`src/rtl/gcd_pkg.sv`:
```
// Shared types and defaults for the GCD datapath: op encodings, operand-register FSM states.
package gcd_pkg;

    localparam int unsigned DEF_DATA_WIDTH = 8;
    localparam int unsigned DEF_CNT_WIDTH  = 8;

    typedef enum logic [1:0] {
        OP_HOLD  = 2'b00,
        OP_SUB_A = 2'b01,
        OP_SUB_B = 2'b10,
        OP_SWAP  = 2'b11
    } op_t;

    typedef enum logic [1:0] {
        ST_LOAD_A = 2'd0,
        ST_LOAD_B = 2'd1,
        ST_RUN    = 2'd2
    } state_t;

    function automatic logic is_sub(input op_t op);
        return (op == OP_SUB_A) || (op == OP_SUB_B);
    endfunction

endpackage

```
`src/rtl/gcd_operand_regs_if.sv`:
```
// Operand bus between the input side / GCD controller (master) and the operand registers (slave).
interface gcd_operand_regs_if
    import gcd_pkg::*;
#(
    parameter int unsigned DATA_WIDTH = DEF_DATA_WIDTH,
    parameter int unsigned CNT_WIDTH  = DEF_CNT_WIDTH
);

    logic [DATA_WIDTH-1:0] data_in;
    logic                  in_valid;
    logic                  in_ready;
    op_t                   op;
    logic                  clr;
    logic [DATA_WIDTH-1:0] A_out;
    logic [DATA_WIDTH-1:0] B_out;
    logic                  ops_valid;
    logic                  a_eq_b;
    logic                  a_lt_b;
    logic                  b_zero;
    logic [CNT_WIDTH-1:0]  step_cnt;
    logic                  cnt_sat;

    modport master (
        output data_in, in_valid, op, clr,
        input  in_ready, A_out, B_out, ops_valid, a_eq_b, a_lt_b, b_zero, step_cnt, cnt_sat
    );

    modport slave (
        input  data_in, in_valid, op, clr,
        output in_ready, A_out, B_out, ops_valid, a_eq_b, a_lt_b, b_zero, step_cnt, cnt_sat
    );

endinterface

```
`src/rtl/gcd_sat_counter.sv`:
```
// Saturating up-counter with synchronous clear; clear wins over increment.
module gcd_sat_counter #(
    parameter int unsigned WIDTH = 8
) (
    input  logic             i_clk,
    input  logic             i_rst,
    input  logic             i_clr,
    input  logic             i_inc,
    output logic [WIDTH-1:0] o_cnt,
    output logic             o_sat
);

    localparam logic [WIDTH-1:0] ONE = WIDTH'(1);

    logic [WIDTH-1:0] r_cnt;
    logic             w_sat;

    assign w_sat = &r_cnt;

    always_ff @(posedge i_clk) begin
        if (i_rst || i_clr) begin
            r_cnt <= '0;
        end else if (i_inc && !w_sat) begin
            r_cnt <= r_cnt + ONE;
        end
    end

    assign o_cnt = r_cnt;
    assign o_sat = w_sat;

endmodule

```
`src/rtl/gcd_operand_regs.sv`:
```
// GCD operand register pair: captures A then B from a shared bus, then executes
// SUB_A / SUB_B / SWAP commands and exports comparison flags and a step count.
module gcd_operand_regs
    import gcd_pkg::*;
#(
    parameter int unsigned DATA_WIDTH = DEF_DATA_WIDTH,
    parameter int unsigned CNT_WIDTH  = DEF_CNT_WIDTH
) (
    input  logic               i_clk,
    input  logic               i_rst,
    gcd_operand_regs_if.slave  bus
);

    state_t                r_state;
    state_t                w_state_nxt;
    logic [DATA_WIDTH-1:0] r_a;
    logic [DATA_WIDTH-1:0] r_b;
    logic [DATA_WIDTH-1:0] w_a_nxt;
    logic [DATA_WIDTH-1:0] w_b_nxt;
    logic                  w_in_ready;
    logic                  w_ops_valid;
    logic                  w_cnt_clr;
    logic                  w_cnt_inc;
    logic [CNT_WIDTH-1:0]  w_cnt;
    logic                  w_cnt_sat;

    always_ff @(posedge i_clk) begin
        if (i_rst) begin
            r_state <= ST_LOAD_A;
            r_a     <= '0;
            r_b     <= '0;
        end else begin
            r_state <= w_state_nxt;
            r_a     <= w_a_nxt;
            r_b     <= w_b_nxt;
        end
    end

    always_comb begin
        w_state_nxt = r_state;
        w_a_nxt     = r_a;
        w_b_nxt     = r_b;
        w_in_ready  = 1'b0;
        w_ops_valid = 1'b0;
        w_cnt_clr   = 1'b0;
        w_cnt_inc   = 1'b0;

        case (r_state)
            ST_LOAD_A: begin
                w_in_ready = 1'b1;
                if (bus.in_valid) begin
                    w_a_nxt     = bus.data_in;
                    w_state_nxt = ST_LOAD_B;
                end
            end
            ST_LOAD_B: begin
                w_in_ready = 1'b1;
                if (bus.in_valid) begin
                    w_b_nxt     = bus.data_in;
                    w_cnt_clr   = 1'b1;
                    w_state_nxt = ST_RUN;
                end
            end
            ST_RUN: begin
                w_ops_valid = 1'b1;
                w_cnt_inc   = is_sub(bus.op);
                case (bus.op)
                    OP_SUB_A: w_a_nxt = r_a - r_b;
                    OP_SUB_B: w_b_nxt = r_b - r_a;
                    OP_SWAP: begin
                        w_a_nxt = r_b;
                        w_b_nxt = r_a;
                    end
                    OP_HOLD: ;
                    default: ;
                endcase
            end
            default: w_state_nxt = ST_LOAD_A;
        endcase

        // clr overrides any capture or command decided above; the handshake
        // outputs stay state-only so in_ready never depends on in_valid/clr.
        if (bus.clr) begin
            w_state_nxt = ST_LOAD_A;
            w_a_nxt     = r_a;
            w_b_nxt     = r_b;
            w_cnt_clr   = 1'b1;
            w_cnt_inc   = 1'b0;
        end
    end

    gcd_sat_counter #(
        .WIDTH (CNT_WIDTH)
    ) u_step_cnt (
        .i_clk (i_clk),
        .i_rst (i_rst),
        .i_clr (w_cnt_clr),
        .i_inc (w_cnt_inc),
        .o_cnt (w_cnt),
        .o_sat (w_cnt_sat)
    );

    assign bus.in_ready  = w_in_ready;
    assign bus.ops_valid = w_ops_valid;
    assign bus.A_out     = r_a;
    assign bus.B_out     = r_b;
    assign bus.a_eq_b    = (r_a == r_b);
    assign bus.a_lt_b    = (r_a < r_b);
    assign bus.b_zero    = (r_b == '0);
    assign bus.step_cnt  = w_cnt;
    assign bus.cnt_sat   = w_cnt_sat;

endmodule

```
`src/flat_wrapper.sv`:
```
// flat-port wrapper written by rule: the top's interface ports become plain ports
module gcd_operand_regs_flat import gcd_pkg::*;
#(
    parameter int unsigned DATA_WIDTH = DEF_DATA_WIDTH,
    parameter int unsigned CNT_WIDTH  = DEF_CNT_WIDTH
)
  (i_clk, i_rst, bus_data_in, bus_in_valid, bus_op, bus_clr, bus_in_ready, bus_A_out, bus_B_out, bus_ops_valid, bus_a_eq_b, bus_a_lt_b, bus_b_zero, bus_step_cnt, bus_cnt_sat);
  gcd_operand_regs_if #(.DATA_WIDTH(DATA_WIDTH), .CNT_WIDTH(CNT_WIDTH)) bus_i ();
  input  logic i_clk;
  input  logic i_rst;
  input wire logic [$bits(bus_i.data_in)-1:0] bus_data_in;
  input wire logic [$bits(bus_i.in_valid)-1:0] bus_in_valid;
  input wire logic [$bits(bus_i.op)-1:0] bus_op;
  input wire logic [$bits(bus_i.clr)-1:0] bus_clr;
  output wire logic [$bits(bus_i.in_ready)-1:0] bus_in_ready;
  output wire logic [$bits(bus_i.A_out)-1:0] bus_A_out;
  output wire logic [$bits(bus_i.B_out)-1:0] bus_B_out;
  output wire logic [$bits(bus_i.ops_valid)-1:0] bus_ops_valid;
  output wire logic [$bits(bus_i.a_eq_b)-1:0] bus_a_eq_b;
  output wire logic [$bits(bus_i.a_lt_b)-1:0] bus_a_lt_b;
  output wire logic [$bits(bus_i.b_zero)-1:0] bus_b_zero;
  output wire logic [$bits(bus_i.step_cnt)-1:0] bus_step_cnt;
  output wire logic [$bits(bus_i.cnt_sat)-1:0] bus_cnt_sat;
  assign bus_i.data_in = bus_data_in;
  assign bus_i.in_valid = bus_in_valid;
  assign bus_i.op = bus_op;
  assign bus_i.clr = bus_clr;
  assign bus_in_ready = bus_i.in_ready;
  assign bus_A_out = bus_i.A_out;
  assign bus_B_out = bus_i.B_out;
  assign bus_ops_valid = bus_i.ops_valid;
  assign bus_a_eq_b = bus_i.a_eq_b;
  assign bus_a_lt_b = bus_i.a_lt_b;
  assign bus_b_zero = bus_i.b_zero;
  assign bus_step_cnt = bus_i.step_cnt;
  assign bus_cnt_sat = bus_i.cnt_sat;
  gcd_operand_regs #(.DATA_WIDTH(DATA_WIDTH), .CNT_WIDTH(CNT_WIDTH)) u_core (.i_clk(i_clk), .i_rst(i_rst), .bus(bus_i));
endmodule
```
`config.mk`:
```
export PLATFORM = sky130hd
export DESIGN_NAME = gcd_operand_regs_flat
export DESIGN_NICKNAME = d
export VERILOG_FILES = /design/src/rtl/gcd_pkg.sv /design/src/rtl/gcd_operand_regs_if.sv /design/src/rtl/gcd_sat_counter.sv /design/src/rtl/gcd_operand_regs.sv /design/src/flat_wrapper.sv
export SDC_FILE = /design/constraint.sdc
export NUM_CORES = 1
export LEC_CHECK = 0
export ABC_AREA = 1
export BUFFER_PORTS_ARGS = -buffer_cell sky130_fd_sc_hd__buf_2
export CORE_UTILIZATION = 50
export CTS_CLUSTER_SIZE = 16
export DETAILED_ROUTE_END_ITERATION = 12
export PLACE_DENSITY = 0.74
export SLEW_MARGIN = 30
export SYNTH_ARGS = -nofsm -noshare
export SYNTH_HDL_FRONTEND = slang
export SYNTH_SLANG_ARGS = --single-unit
```
`constraint.sdc`:
```
create_clock -name i_clk -period 2.8 [get_ports i_clk]
set_input_delay 0.56 -clock i_clk [delete_from_list [all_inputs] [get_ports i_clk]]
set_output_delay 0.56 -clock i_clk [all_outputs]
set_load 0.02 [all_outputs]
```
Word-level counts from Yosys, hierarchy flattened
Cells that the tools add are included.

Add/sub/neg operators: 3. Order comparisons: 1. Equality and inequality tests: 10. Muxes and demuxes: 15. Bitwise gates (word level): 2. Reduce and logical (&&, ||, !) cells: 14.

Operators with widths (number): $pmux 8 s2 (4); $sub 8x8->8 (2); $add 8x1->8 const B (1); $eq 8x8->1 (1); $logic_not 8->1 (1); $lt 8x8->1 (1); $mux 8 (1); $reduce_and 4->1 (2); $reduce_and 8->1 (1); $mux 1 (7); $eq 2x2->1 const B (3); $ne 3x1->1 const B (2); $pmux 2 s3 (1); $eq 2x1->1 const B (2); $mux 2 (2); $ne 2x2->1 const B (2); $reduce_bool 2->1 (2); $reduce_or 2->1 (2); $reduce_and 3->1 (1); $logic_not 2->1 (1); $logic_or 1x1->1 (2); $not 1->1 (2); $logic_and 1x1->1 (1); $logic_not 1->1 (1).

Bits in registers: 26. Bits of input ports: 14. Output and inout port bits: 30. Word-level logic and storage cells: 49.

Longest topological paths before layout
Depth after elaboration: 5. Depth in mapped cells: 11. Mapped depth without buffers: 11.

By module
From an unflattened synthesis, not the netlist that was laid out.

Cells, all modules: 364. Area, all modules: 2352.3 um^2.

Modules (own cells, without submodules): gcd_operand_regs (instances 1, cells an instance 292, area each 1895.6 um^2); gcd_sat_counter (instances 1, cells an instance 72, area each 456.7 um^2).

Least setup slack after synthesis
No wires, ideal clock.

Path type: register -> output. Start point: reg u_core.r_b[5] (netlist: u_core.bus.B_out[5]). End point: out bus_a_lt_b. Arrival: 1.829 ns. Data required time: 2.240 ns. Path slack: 0.411 ns. Cell stages (with the launch flop): 6. Buffers on the path: 0. Path through: dfxtp_1 -> inv_1 -> ha_1 -> a21oi_1 -> o21ai_0 -> a221oi_1.

Longest elaborated chain between the ends: 1.

RTL lines: start, declared (RTL line gcd_operand_regs.sv:17) `logic [DATA_WIDTH-1:0] r_b;`; start signal, assigned (RTL line gcd_operand_regs.sv:35) `r_b <= w_b_nxt;`; $lt 8x8->1 (RTL line gcd_operand_regs.sv:108) `assign bus.a_lt_b = (r_a < r_b);`; end, declared (RTL line flat_wrapper.sv:20) `output wire logic [$bits(bus_i.a_lt_b)-1:0] bus_a_lt_b;`.

Every way passes these cells.

Final worst setup path
Start point: reg u_core.r_b[3] (netlist: u_core.bus.B_out[3]). End point: out bus_a_lt_b.

The elaborated chain is that of the path after synthesis.

==> flow_metrics.py <==
metrics = {
    "outcome": {
        "outcome": "completed",
    },
    "layout": {
        "fin_nets": 428,
        "finalCoreUtilization_pct": 59.1,
        "final_cells": 441,
        "multi_input_area_mm2": 0.00147,
        "diodes": 0,
        "regArea_um2": 520,
        "layout-drive-gt1-share_pct": 17.5,
        "syn2layout_area_growth_pct": 13.1,
        "fillers": 433,
    },
    "sta": {
        "whs_ps": 475,
        "fin_tns_setup_ps": 0,
        "hold_violations": 0,
        "worst_slew_pin_slew_ps": 580,
        "grt_setup_unrepaired": "false",
        "max_clock_freq_mhz": 396,
        "slew_headroom_pct": 61.1,
        "fin_worst_skew_ps": 2.07,
        "drv_slew": 0,
        "period_needed_ps": 2530,
        "setup_violations": 0,
        "period_share_pct": 90.3,
    },
    "setup_path": {
        "critPathKind": "reg -> out",
        "path_cells": "inv_1, ha_1, nand2_1, nand2_1, inv_1, o21ai_1, a221oi_1, buf_2",
        "cp-end-kind": "output pin",
        "worstPathRequired_ps": 2240,
        "arrival_ps": 1970,
        "slowest_delay_ps": 400,
        "crit_family": "flip-flops",
        "worstPathMaxFanout": 7,
        "crit_buf_inv": 3,
        "start_kind": "register",
        "critPathSlowestCell": "dfxtp_1",
    },
    "synth": {
        "synth.top_cell.area_share_pct": 22.7,
        "ys_dominant_reg_cell": "dfxtp_1",
        "synth_edf_count": 0,
        "yosys_warnings": 0,
        "ys_ff_latch": 26,
        "synth_cells": 349,
        "synthTopCellsByCount": "71 x nand2_1, 58 x inv_1, 39 x a21oi_1",
        "yosysTopAreaCell": "dfxtp_1",
        "synth_nets": 387,
        "synth_area_leaders": "dfxtp_1 23%, ha_1 12%, nand2_1 12%, inv_1 9.5%, a21oi_1 8.5%",
        "synth_seq_area_share_pct": 22.7,
        "yosysUniqueCellTypes": 35,
        "yosysMostFrequentCell": "nand2_1",
        "synthArstFlopShare_pct": 0,
        "avgSynthCellArea_um2": 6.56,
        "synth_area_mm2": 0.00229,
    },
    "drt": {
        "vias_per_cell": 5.22,
        "drc": 0,
        "dr_total_vias": 2300,
        "routed_wl_um": 5580,
        "routed.top_layer": "met4",
        "met2_length_um": 2580,
        "drt_iter0_drc": 173,
        "wl_per_cell_um": 12.6,
        "wl_met3_um": 364,
        "wl_met1_um": 2550,
        "final_antenna_net_count": 0,
        "dr.pass1.iters": 4,
    },
    "clock_tree": {
        "cts_hold_buffers": 0,
        "post_cts_resized": 0,
        "htreeDepth": 1,
        "cts_root_buffer": "clkbuf_8",
        "cts.clk_slew.worst_paths_ps": 100,
        "post-cts-setup-buffers": 0,
        "cts.sinks": 26,
        "tritoncts": "built",
        "clock_latency_ps": 280,
        "cts_buffer_depth": 2,
        "cts_buffers": 3,
    },
    "die": {
        "core_area_mm2": 0.00438,
        "start_util_pct": 52.3,
        "ios": 44,
        "die_area_mm2": 0.00486,
        "die_w_um": 69.7,
        "die_height_um": 69.7,
        "rows": 24,
    },
    "pwr": {
        "power_density_mw_per_mm2": 433,
        "irDropWorstVdd_v": 0.000230,
        "p_leak_nw": 1.37,
    },
    "grt": {
        "grt_max_degree": 20,
        "grt_antenna_before_repair": 0,
        "grt_first_pass_wirelength_um": 9460,
        "grt-ovfl-total": 0,
        "grt_pass1_vias": 2127,
        "grtUsageTotal_pct": 23.7,
    },
    "placement": {
        "globalplace.congestion": 0.900,
        "dp_cells": 437,
        "dpl.hpwl_um": 4350,
        "port_buffers": 43,
    },
    "flow_run": {
        "drv_cap": 0,
    },
    "worst_hold_path": {
        "hp-class": "in -> reg",
    },
}
-- worst register-to-register path: stages (launching register included) --
cell     delay [ps]
dfxtp_1         360
inv_1            80
ha_1            240
buf_4           210
o21ai_2         440
inv_1           220
o21ai_0         240
a21oi_2          40
-- area by class of cell --
class                           count  share of cell area, %
Multi-Input combinational cell    251                   56.6
Sequential cell                    26                   20.1
Inverter                           63                   9.17
Timing Repair Buffer               45                   8.88
Tap cell                           52                   2.51
Clock buffer                        3                   1.59
Clock inverter                      1                   1.16
-- state kept, by name (all words and copies together), names as in the netlist --
signal	count
u_core.r_state	2
u_core.bus.B_out	8
u_core.bus.A_out	8
u_core.u_step_cnt.o_cnt	8
-- report_power, final --
part           internal [W]  switching (W)
sequential         0.000386      0.0000183
clock              0.000192       0.000129
combinational      0.000140       0.000258
total              0.000717       0.000405
-- layout by cell type, fill, tap and decap left out --
cell type  Yosys  final
inv_1         58     58
or2_1          1      1
inv_2          4      4
fa_1           2      2
o21ai_0       19     19
a21oi_4        1      1
buf_2          2     43
ha_1          22     22
dfxtp_1       26     26
a31oi_1        3      3
nand3_4        2      2
clkinv_2       1      1
xor2_1         5      5
a21oi_1       39     39
o21ai_2        1      1
o211ai_1       2      2
nand3_1       19     19
bufinv_16      0      1
nor2_1        30     30
a221oi_1       1      1
nand2_1       71     71
nand3_2        1      1
nor4_1         1      1
o21ai_1       10     10
nand2_4        2      2
nor2_2         2      2
nand2_2        1      1
nor3_1         3      3
nor3_2         1      1
nand4_1        6      6
nor2_8         1      1
xnor2_1        3      3
clkbuf_8       0      3
buf_4          2      2
a21oi_2        2      2
-- layer usage --
layer | track usage [%] | up-vias
li1 | - | 1202
met5 | 0 | -
met2 | 40.5 | 67
met1 | 31.2 | 1024
met4 | 6.89 | 0
met3 | 2.91 | 7
-- per-stage QoR --
stage / setup slack [ps] / area [um2] / power (W)
CTS: 284 / 2590 / 0.00112
global placement: 654 / 2520 / 0.000798
global route: 147 / 2590 / 0.00120
detailed placement: 597 / 2520 / 0.000803
finish: 272 / 2590 / 0.00112
floorplan: 411 / 2290 / 0.000704
-- logic make-up after synthesis --
kind of cell | count (synthesis) | synth area share, %
AOI/OAI and AO/OA | 78 | 18.6
adders and majority gates | 24 | 13.8
DFF | 26 | 22.7
buffers and inverters | 72 | 13.3
xor gates and xnor gates | 8 | 3.06
and+or+nand+nor | 141 | 28.6
-- final timing paths --
path | cells after the start | end | slack (ps) | startpoint
worst max register to register | 7 | u_core.bus.A_out[4] | 860 | u_core.r_state[0]
worst min register to register | 2 | u_core.u_step_cnt.o_cnt[4] | 510 | u_core.u_step_cnt.o_cnt[4]
worst max-delay path | 8 | bus_a_lt_b | 270 | u_core.bus.B_out[3]
worst min-delay path | 2 | u_core.r_state[1] | 480 | i_rst
(Power assumes the default switching activity.)
